--- src/rtl/bus_arb_pkg.sv ---
// bus_arb_pkg: shared types, defaults and helpers for the memory_map bus arbiter.
package bus_arb_pkg;

   typedef enum logic {
      ARB_FIXED = 1'b0,
      ARB_RR    = 1'b1
   } arb_mode_e;

   typedef enum logic {
      ST_IDLE  = 1'b0,
      ST_OWNED = 1'b1
   } arb_state_e;

   localparam int unsigned BUS_ADDR_W  = 32;
   localparam int unsigned BUS_DATA_W  = 32;
   localparam int unsigned BUS_BE_W    = BUS_DATA_W / 8;
   localparam int unsigned MAX_MASTERS = 8;
   localparam int unsigned ID_W        = $clog2(MAX_MASTERS);

   typedef logic [BUS_ADDR_W-1:0] addr_t;
   typedef logic [BUS_DATA_W-1:0] data_t;
   typedef logic [BUS_BE_W-1:0]   be_t;
   typedef logic [ID_W-1:0]       master_id_t;

   typedef struct packed {
      logic       vld;
      master_id_t id;
   } rd_slot_t;

   function automatic master_id_t next_id(input master_id_t id, input int unsigned n);
      return ((32'(id) + 32'd1) >= n) ? '0 : master_id_t'(id + 1'b1);
   endfunction

endpackage

--- src/rtl/bus_arbiter_rr_pick.sv ---
// rr_pick: combinational priority picker; fixed mode searches from index 0,
// round-robin mode searches from the start pointer with wrap-around.
module rr_pick
   import bus_arb_pkg::*;
#(
   parameter int unsigned N_MASTERS = 2
) (
   input  logic [N_MASTERS-1:0] req,
   input  master_id_t           start,
   input  arb_mode_e            mode,
   output master_id_t           winner,
   output logic                 found
);

   master_id_t base;

   always_comb begin
      base   = (mode == ARB_RR) ? start : '0;
      winner = '0;
      found  = 1'b0;
      // First pass covers [base, N), second pass wraps around to [0, base).
      for (int unsigned i = 0; i < N_MASTERS; i++) begin
         if (!found && req[i] && (master_id_t'(i) >= base)) begin
            winner = master_id_t'(i);
            found  = 1'b1;
         end
      end
      for (int unsigned i = 0; i < N_MASTERS; i++) begin
         if (!found && req[i]) begin
            winner = master_id_t'(i);
            found  = 1'b1;
         end
      end
   end

endmodule

--- src/rtl/bus_arbiter.sv ---
// bus_arbiter: N-master to single-slave memory_map bus arbiter with registered grant,
// lock and routed read returns. Optional lock timeout enabled by BUS_ARB_TIMEOUT_EN.
module bus_arbiter
   import bus_arb_pkg::*;
#(
   parameter int unsigned  N_MASTERS    = 2,
   parameter int unsigned  ADDR_W       = BUS_ADDR_W,
   parameter int unsigned  DATA_W       = BUS_DATA_W,
   parameter arb_mode_e    ARB_MODE     = ARB_FIXED,
   parameter int unsigned  READ_LATENCY = 1,
   parameter int unsigned  MAX_HOLD     = 256,
   localparam int unsigned BE_W         = DATA_W / 8
) (
   input  logic                        clk,
   input  logic                        rst,
   input  logic [N_MASTERS-1:0]        m_req,
   input  logic [N_MASTERS-1:0]        m_lock,
   input  logic [N_MASTERS*ADDR_W-1:0] m_addr,
   input  logic [N_MASTERS*DATA_W-1:0] m_wdata,
   input  logic [N_MASTERS*BE_W-1:0]   m_we,
   output logic [N_MASTERS-1:0]        m_gnt,
   output logic [N_MASTERS-1:0]        m_rvalid,
   output logic [DATA_W-1:0]           m_rdata,
   output logic [ADDR_W-1:0]           s_addr,
   output logic [DATA_W-1:0]           s_wdata,
   output logic [BE_W-1:0]             s_we,
   input  logic [DATA_W-1:0]           s_rdata,
   output logic                        o_timeout
);

   if (N_MASTERS < 2 || N_MASTERS > MAX_MASTERS || READ_LATENCY < 1 ||
       READ_LATENCY > 4 || MAX_HOLD < 1) begin : g_bad_cfg
      $error("bus_arbiter: unsupported parameter set");
   end

   arb_state_e           state;
   master_id_t           owner;
   master_id_t           rr_ptr;
   logic [N_MASTERS-1:0] own_mask;
   logic [N_MASTERS-1:0] pick_req;
   logic [N_MASTERS-1:0] gnt_next;
   master_id_t           pick_id;
   logic                 pick_found;
   logic                 owner_req;
   logic                 owner_lock;
   logic                 owner_rd;
   logic                 hold_hit;
   logic                 switch_en;
   logic                 go_idle;
   logic [BE_W-1:0]      owner_we;
   rd_slot_t             rd_pipe [READ_LATENCY];

   always_comb begin
      own_mask = '0;
      for (int unsigned i = 0; i < N_MASTERS; i++) begin
         own_mask[i] = (state == ST_OWNED) && (owner == master_id_t'(i));
      end
   end

   always_comb begin
      s_addr   = '0;
      s_wdata  = '0;
      owner_we = '0;
      for (int unsigned i = 0; i < N_MASTERS; i++) begin
         if (own_mask[i]) begin
            s_addr   = m_addr[i*ADDR_W +: ADDR_W];
            s_wdata  = m_wdata[i*DATA_W +: DATA_W];
            owner_we = m_we[i*BE_W +: BE_W];
         end
      end
   end

   assign s_we       = owner_we;
   assign m_rdata    = s_rdata;
   assign owner_req  = |(m_req & own_mask);
   assign owner_lock = |(m_lock & own_mask);
   assign owner_rd   = owner_req && (owner_we == '0);
   // The owner is masked out, so in RR the search from rr_ptr (= owner+1) finds the next requester after it.
   assign pick_req   = m_req & ~own_mask;

   rr_pick #(
      .N_MASTERS(N_MASTERS)
   ) u_pick (
      .req   (pick_req),
      .start (rr_ptr),
      .mode  (ARB_MODE),
      .winner(pick_id),
      .found (pick_found)
   );

   always_comb begin
      gnt_next = '0;
      for (int unsigned i = 0; i < N_MASTERS; i++) begin
         gnt_next[i] = (pick_id == master_id_t'(i));
      end
   end

   always_comb begin
      switch_en = 1'b0;
      go_idle   = 1'b0;
      if (state == ST_IDLE) begin
         switch_en = pick_found;
      end else if (!owner_req) begin
         switch_en = pick_found;
         go_idle   = !pick_found;
      end else if (!(owner_lock && !hold_hit) && pick_found) begin
         switch_en = (ARB_MODE == ARB_RR) || (pick_id < owner);
      end
   end

   always_ff @(posedge clk) begin
      if (rst) begin
         state  <= ST_IDLE;
         owner  <= '0;
         rr_ptr <= '0;
         m_gnt  <= '0;
      end else if (switch_en) begin
         state  <= ST_OWNED;
         owner  <= pick_id;
         rr_ptr <= next_id(pick_id, N_MASTERS);
         m_gnt  <= gnt_next;
      end else if (go_idle) begin
         state  <= ST_IDLE;
         m_gnt  <= '0;
      end
   end

   always_ff @(posedge clk) begin
      if (rst) begin
         for (int unsigned i = 0; i < READ_LATENCY; i++) begin
            rd_pipe[i] <= '0;
         end
      end else begin
         rd_pipe[0] <= '{vld: owner_rd, id: owner};
         for (int unsigned i = 1; i < READ_LATENCY; i++) begin
            rd_pipe[i] <= rd_pipe[i-1];
         end
      end
   end

   always_comb begin
      m_rvalid = '0;
      for (int unsigned i = 0; i < N_MASTERS; i++) begin
         m_rvalid[i] = rd_pipe[READ_LATENCY-1].vld &&
                       (rd_pipe[READ_LATENCY-1].id == master_id_t'(i));
      end
   end

`ifdef BUS_ARB_TIMEOUT_EN
   localparam int unsigned HOLD_W = $clog2(MAX_HOLD + 1);

   logic [HOLD_W-1:0] hold_cnt;
   logic              owner_held;

   assign owner_held = owner_req && owner_lock;
   // Counter saturates one below MAX_HOLD so an unrevoked owner keeps reporting the hit.
   assign hold_hit   = owner_held && (hold_cnt == HOLD_W'(MAX_HOLD - 1));

   always_ff @(posedge clk) begin
      if (rst) begin
         hold_cnt  <= '0;
         o_timeout <= 1'b0;
      end else begin
         if (switch_en || go_idle || !owner_held) begin
            hold_cnt <= '0;
         end else if (!hold_hit) begin
            hold_cnt <= hold_cnt + 1'b1;
         end
         if (hold_hit) begin
            o_timeout <= 1'b1;
         end
      end
   end
`else
   assign hold_hit  = 1'b0;
   assign o_timeout = 1'b0;
`endif

endmodule
--- config.mk ---
export PLATFORM = sky130hd
export DESIGN_NAME = bus_arbiter
export DESIGN_NICKNAME = d
export VERILOG_FILES = /design/src/rtl/bus_arb_pkg.sv /design/src/rtl/bus_arbiter_rr_pick.sv /design/src/rtl/bus_arbiter.sv
export SDC_FILE = /design/constraint.sdc
export NUM_CORES = 1
export LEC_CHECK = 0
export CORE_AREA = 2 2 110 112
export CTS_BUF_LIST = sky130_fd_sc_hd__clkbuf_4 sky130_fd_sc_hd__clkbuf_8
export CTS_CLUSTER_SIZE = 10
export DETAILED_ROUTE_END_ITERATION = 10
export DIE_AREA = 0 0 112 114
export SYNTH_ARGS = -nofsm -noshare
export SYNTH_HDL_FRONTEND = slang
export SYNTH_SLANG_ARGS = --single-unit
--- constraint.sdc ---
create_clock -name clk -period 1.6 [get_ports clk]
set_input_delay 0.4 -clock clk [delete_from_list [all_inputs] [get_ports clk]]
set_output_delay 0.4 -clock clk [all_outputs]
set_load 0.02 [all_outputs]
==> key figures <==
Outcome
  • Failing checks: negative setup slack
  • Outcome: finished, violations left

Synthesis
  • XOR/XNOR share of the synthesized area: 0%
  • Warning count from the yosys run: 0
  • Synth Cell Area: between 0.0015 and 0.002 mm^2
  • Synth unique cells: 27
  • Post-synthesis sequential area ratio: 7.01%
  • Synth async-reset ratio: 0%
  • Area share of the largest cell type after synthesis: 39.7%
  • Fraction of the mapped netlist area in simple logic gates: 20.8%
  • Cell types with the largest area share after synthesis: mux2i_1 40%, buf_4 15%, nor2_1 15%, buf_12 8.2%, dfxtp_1 7.0%
  • Cell type with the largest total area after synthesis: mux2i_1
  • Mux contribution to synthesized area: 39.7%
  • Number of enable flip-flop cells after synthesis: 0
  • Count of mapped cells out of synthesis: 221
  • Adder and majority gate portion of the synthesized area: 0%
  • Total nets after synthesis: 395
  • Largest family of logic cells by synthesized area: multiplexers
  • Syn Area/Cell: 7.76 um^2
  • Commonest cells in the synthesized netlist: 70 x nor2_1, 68 x mux2i_1, 35 x buf_4, 7 x buf_12, 6 x dfxtp_1
  • Yosys reg bits: 6
  • Most common cell in the netlist: nor2_1
  • Compound-Gate Fraction of Synth Area: 4.38%
  • Commonest register cell after synthesis: dfxtp_1

Worst setup path
  • Cell Chain, Critical Path: buf_6 > buf_6 > clkbuf_16 > mux2i_1 > nor2_1 > buf_2
  • Critical path's slowest cell: dfxtp_4
  • Startpoint-to-endpoint class of the critical path: flip-flop to output pin
  • Maximum fanout along the worst path: 6
  • CP top delay family: buffers and inverters
  • Arrival time of the worst setup path: 1.40 ns
  • Setup slack of the worst register-to-register path: 0.13 ns
  • Reg-to-reg critical path endpoint: rd_pipe[0][3]
  • Buffering stage count on the worst path with inverters included: 4
  • Start point of the critical path: owner[0]
  • Type of destination of the critical path: output pin
  • Most prevalent standard cell on the critical path: buf_6
  • Critical register-to-register path startpoint: owner[0]
  • Max incr delay on CP: around 0.42 ns
  • Kind of start point of the critical path: flip-flop
  • Critical path required time: 1.20 ns
  • Length in cells of the worst reg-to-reg path: 7
  • Last element of the critical path: s_addr[30]
  • Critical Path Stages: 6

Final layout
  • Filler cells: 1249
  • Final Net Count: 611
  • Share of final-layout standard cells stronger than drive strength 1: slightly above 30%
  • Diode count: 0
  • Final design utilization: between 30% and 40%
  • Finished layout cell area: between 0.004 and 0.005 mm^2
  • Synthesis-to-finish area growth: 138%

GRT
  • Sum of overflow across all layers after global routing: 0
  • GRT Resource Usage Total: 12.3%
  • Number of global-route vias before repair: 2386
  • Pin count of the biggest net entering global routing: 38
  • First-pass GRT wire length: ~13000 um
  • Antenna violations before repair: 0

Power and ir drop
  • Power density over cell area: 380 mW/mm^2
  • Leakage power summed over all cells: approximately 1.8 nW
  • IR Drop Worst-Case VDD: 0.000489 V

Clock tree
  • Quantity of hold-fixing buffers added after cts: 0
  • Number of buffers created by CTS: 3
  • Clock latency reported for the late side of the worst-skew pair: 0.22 ns
  • Clock sink count: 6
  • Maximum clock insertion buffer count: 2
  • Deepest level of the CTS H-tree: 1
  • Clock slew seen by the registers of the worst setup and hold paths: 0.04 ns
  • Clock tree from TritonCTS: yes
  • CTS root buf: clkbuf_8

Place
  • Worst setup slack after placement: -0.520 ns
  • Post-DP HPWL: 6570 um
  • IO Port Bufs: 212
  • Gpl congestion: between 0.7 and 0.8
  • Post-Place Cell Area: 0.00371 mm^2

STA
  • Worst clock skew: just over 0.0006 ns
  • Max frequency: 0.554 GHz
  • Hold violation count in the final report: 0
  • Smallest setup slack after layout: -0.204 ns
  • Part of the cycle the worst path needs: 113%
  • Fin. max-slew vios: 0
  • Min Clock Period, post-route: roughly 1.8 ns
  • Setup repair after global routing missed its margin: yes
  • Setup violators final: 68

Drt
  • Average via count per standard cell: 4.06
  • Average routed wire per standard cell: 15.2 um
  • Routed vias: around 2400
  • DRC violation count after routing: 0
  • Initial DRT Pass Iterations: 4
  • Number of nets with antenna violations after detailed routing: 0
  • Violation count after the first detailed-routing iteration: 32
  • Total wire length: 8890 um

Job
  • Count of maximum capacitance violations: 0

Die
  • Initial standard-cell utilization of the core: 14.6%
  • Std cell rows: 40
  • Area of the placeable core: 0.0117 mm^2
  • I/O pin count: around 280
  • Die Height: 114 um
  • Area of the die: 0.0128 mm^2
  • Width of the die: 112 um

Hold path
  • Hold crit path type: flip-flop to flip-flop
  • Worst hold path depth: 1
==> per-stage QoR <==
| step | TNS (ns) | total power, mW | hold slack (ns) | cells |
|---|---|---|---|---|
| 3_3_place_gp | -28.44 | 1.20 | 0.549 | 546 |
| 4_1_cts | -8.78 | 1.47 | 0.562 | 569 |
| 2_1_floorplan | 0 | 0.726 | 0.462 | 221 |
| 5_1_grt | -14.63 | 1.65 | 0.588 | 583 |
| 3_5_place_dp | -28.98 | 1.21 | 0.551 | 546 |
| 6_report | -9.12 | 1.56 | 0.556 | 583 |
==> area by class of cell <==
class,instances,area [um^2],area share [%]
multi-input combinational,163,1180,28.9
inverter,3,11.3,0.275
tap,147,184,4.50
timing repair buffer,260,2540,62.1
clock buffer,4,48.8,1.19
sequential,6,124,3.03
==> worst min-delay path by stage <==
stage,to,start,slack (ns)
after detailed placement,m_gnt[1],m_gnt[1],0.55
final,m_gnt[1],m_gnt[1],0.56
after CTS,m_gnt[1],m_gnt[1],0.56
after global routing,m_gnt[1],m_gnt[1],0.59
after floorplan,owner[0],rst,0.46
after global placement,m_gnt[1],m_gnt[1],0.55
==> worst reg2reg max path, stage by stage, from the launching register on <==
cell     delay [ns]
dfxtp_4        0.42
buf_12         0.14
buf_16         0.12
mux2i_1        0.19
nor2_1         0.08
buf_4          0.13
buf_4          0.13
nor3_4         0.19
==> cells in the final DEF, fill, tap and decap left out, drive strengths merged, types with 2 or more instances in the layout <==
cell           instances
a211oi                 2
a21oi                  2
buf                  114
clkbuf                 6
clkdlybuf4s50        140
dfxtp                  6
dlygate4sd2            4
inv                    3
mux2i                 68
nand2                  3
nor2                  70
nor2b                  4
o21ai                  2
o22ai                  2
==> state kept, by name, summed over array words and instances, names as in the netlist <==
signal	count
owner	1
m_gnt	2
state	1
rd_pipe	2
==> report_power, final <==
group	leakage, nW	internal [mW]	switching (mW)
clock network	0.0262	0.189	0.0701
logic	1.67	0.677	0.452
registers	0.0501	0.158	0.00967
==> logic make-up (layout without fill, tap and decap cells) <==
| kind of cell | count (synthesis) | count (layout) |
|---|---|---|
| DFF | 6 | 6 |
| AOI/OAI and AO/OA | 11 | 11 |
| muxes | 68 | 68 |
| buffers and inverters | 52 | 267 |
| and+or+nand+nor | 83 | 83 |
| other | 1 | 1 |
==> layer usage <==
layer  share of wire (%)  wire length (um)  vias up  global-route usage (%)
li1                    -                 -     1147                       -
met1                  36              3220     1083                    13.4
met5                   0                 0        -                       0
met4                 2.4               210        0                    2.93
met3                 7.7               687       22                    2.76
met2                  54              4760      117                    24.2
==> timing repair <==
item	in CTS	in global routing
gates cloned	4	2
buffers inserted	15	14
resized for setup	289	47
setup endpoints to repair	72	69
pin swaps	0	19
No activity file was read; power rests on OpenSTA's default activity.
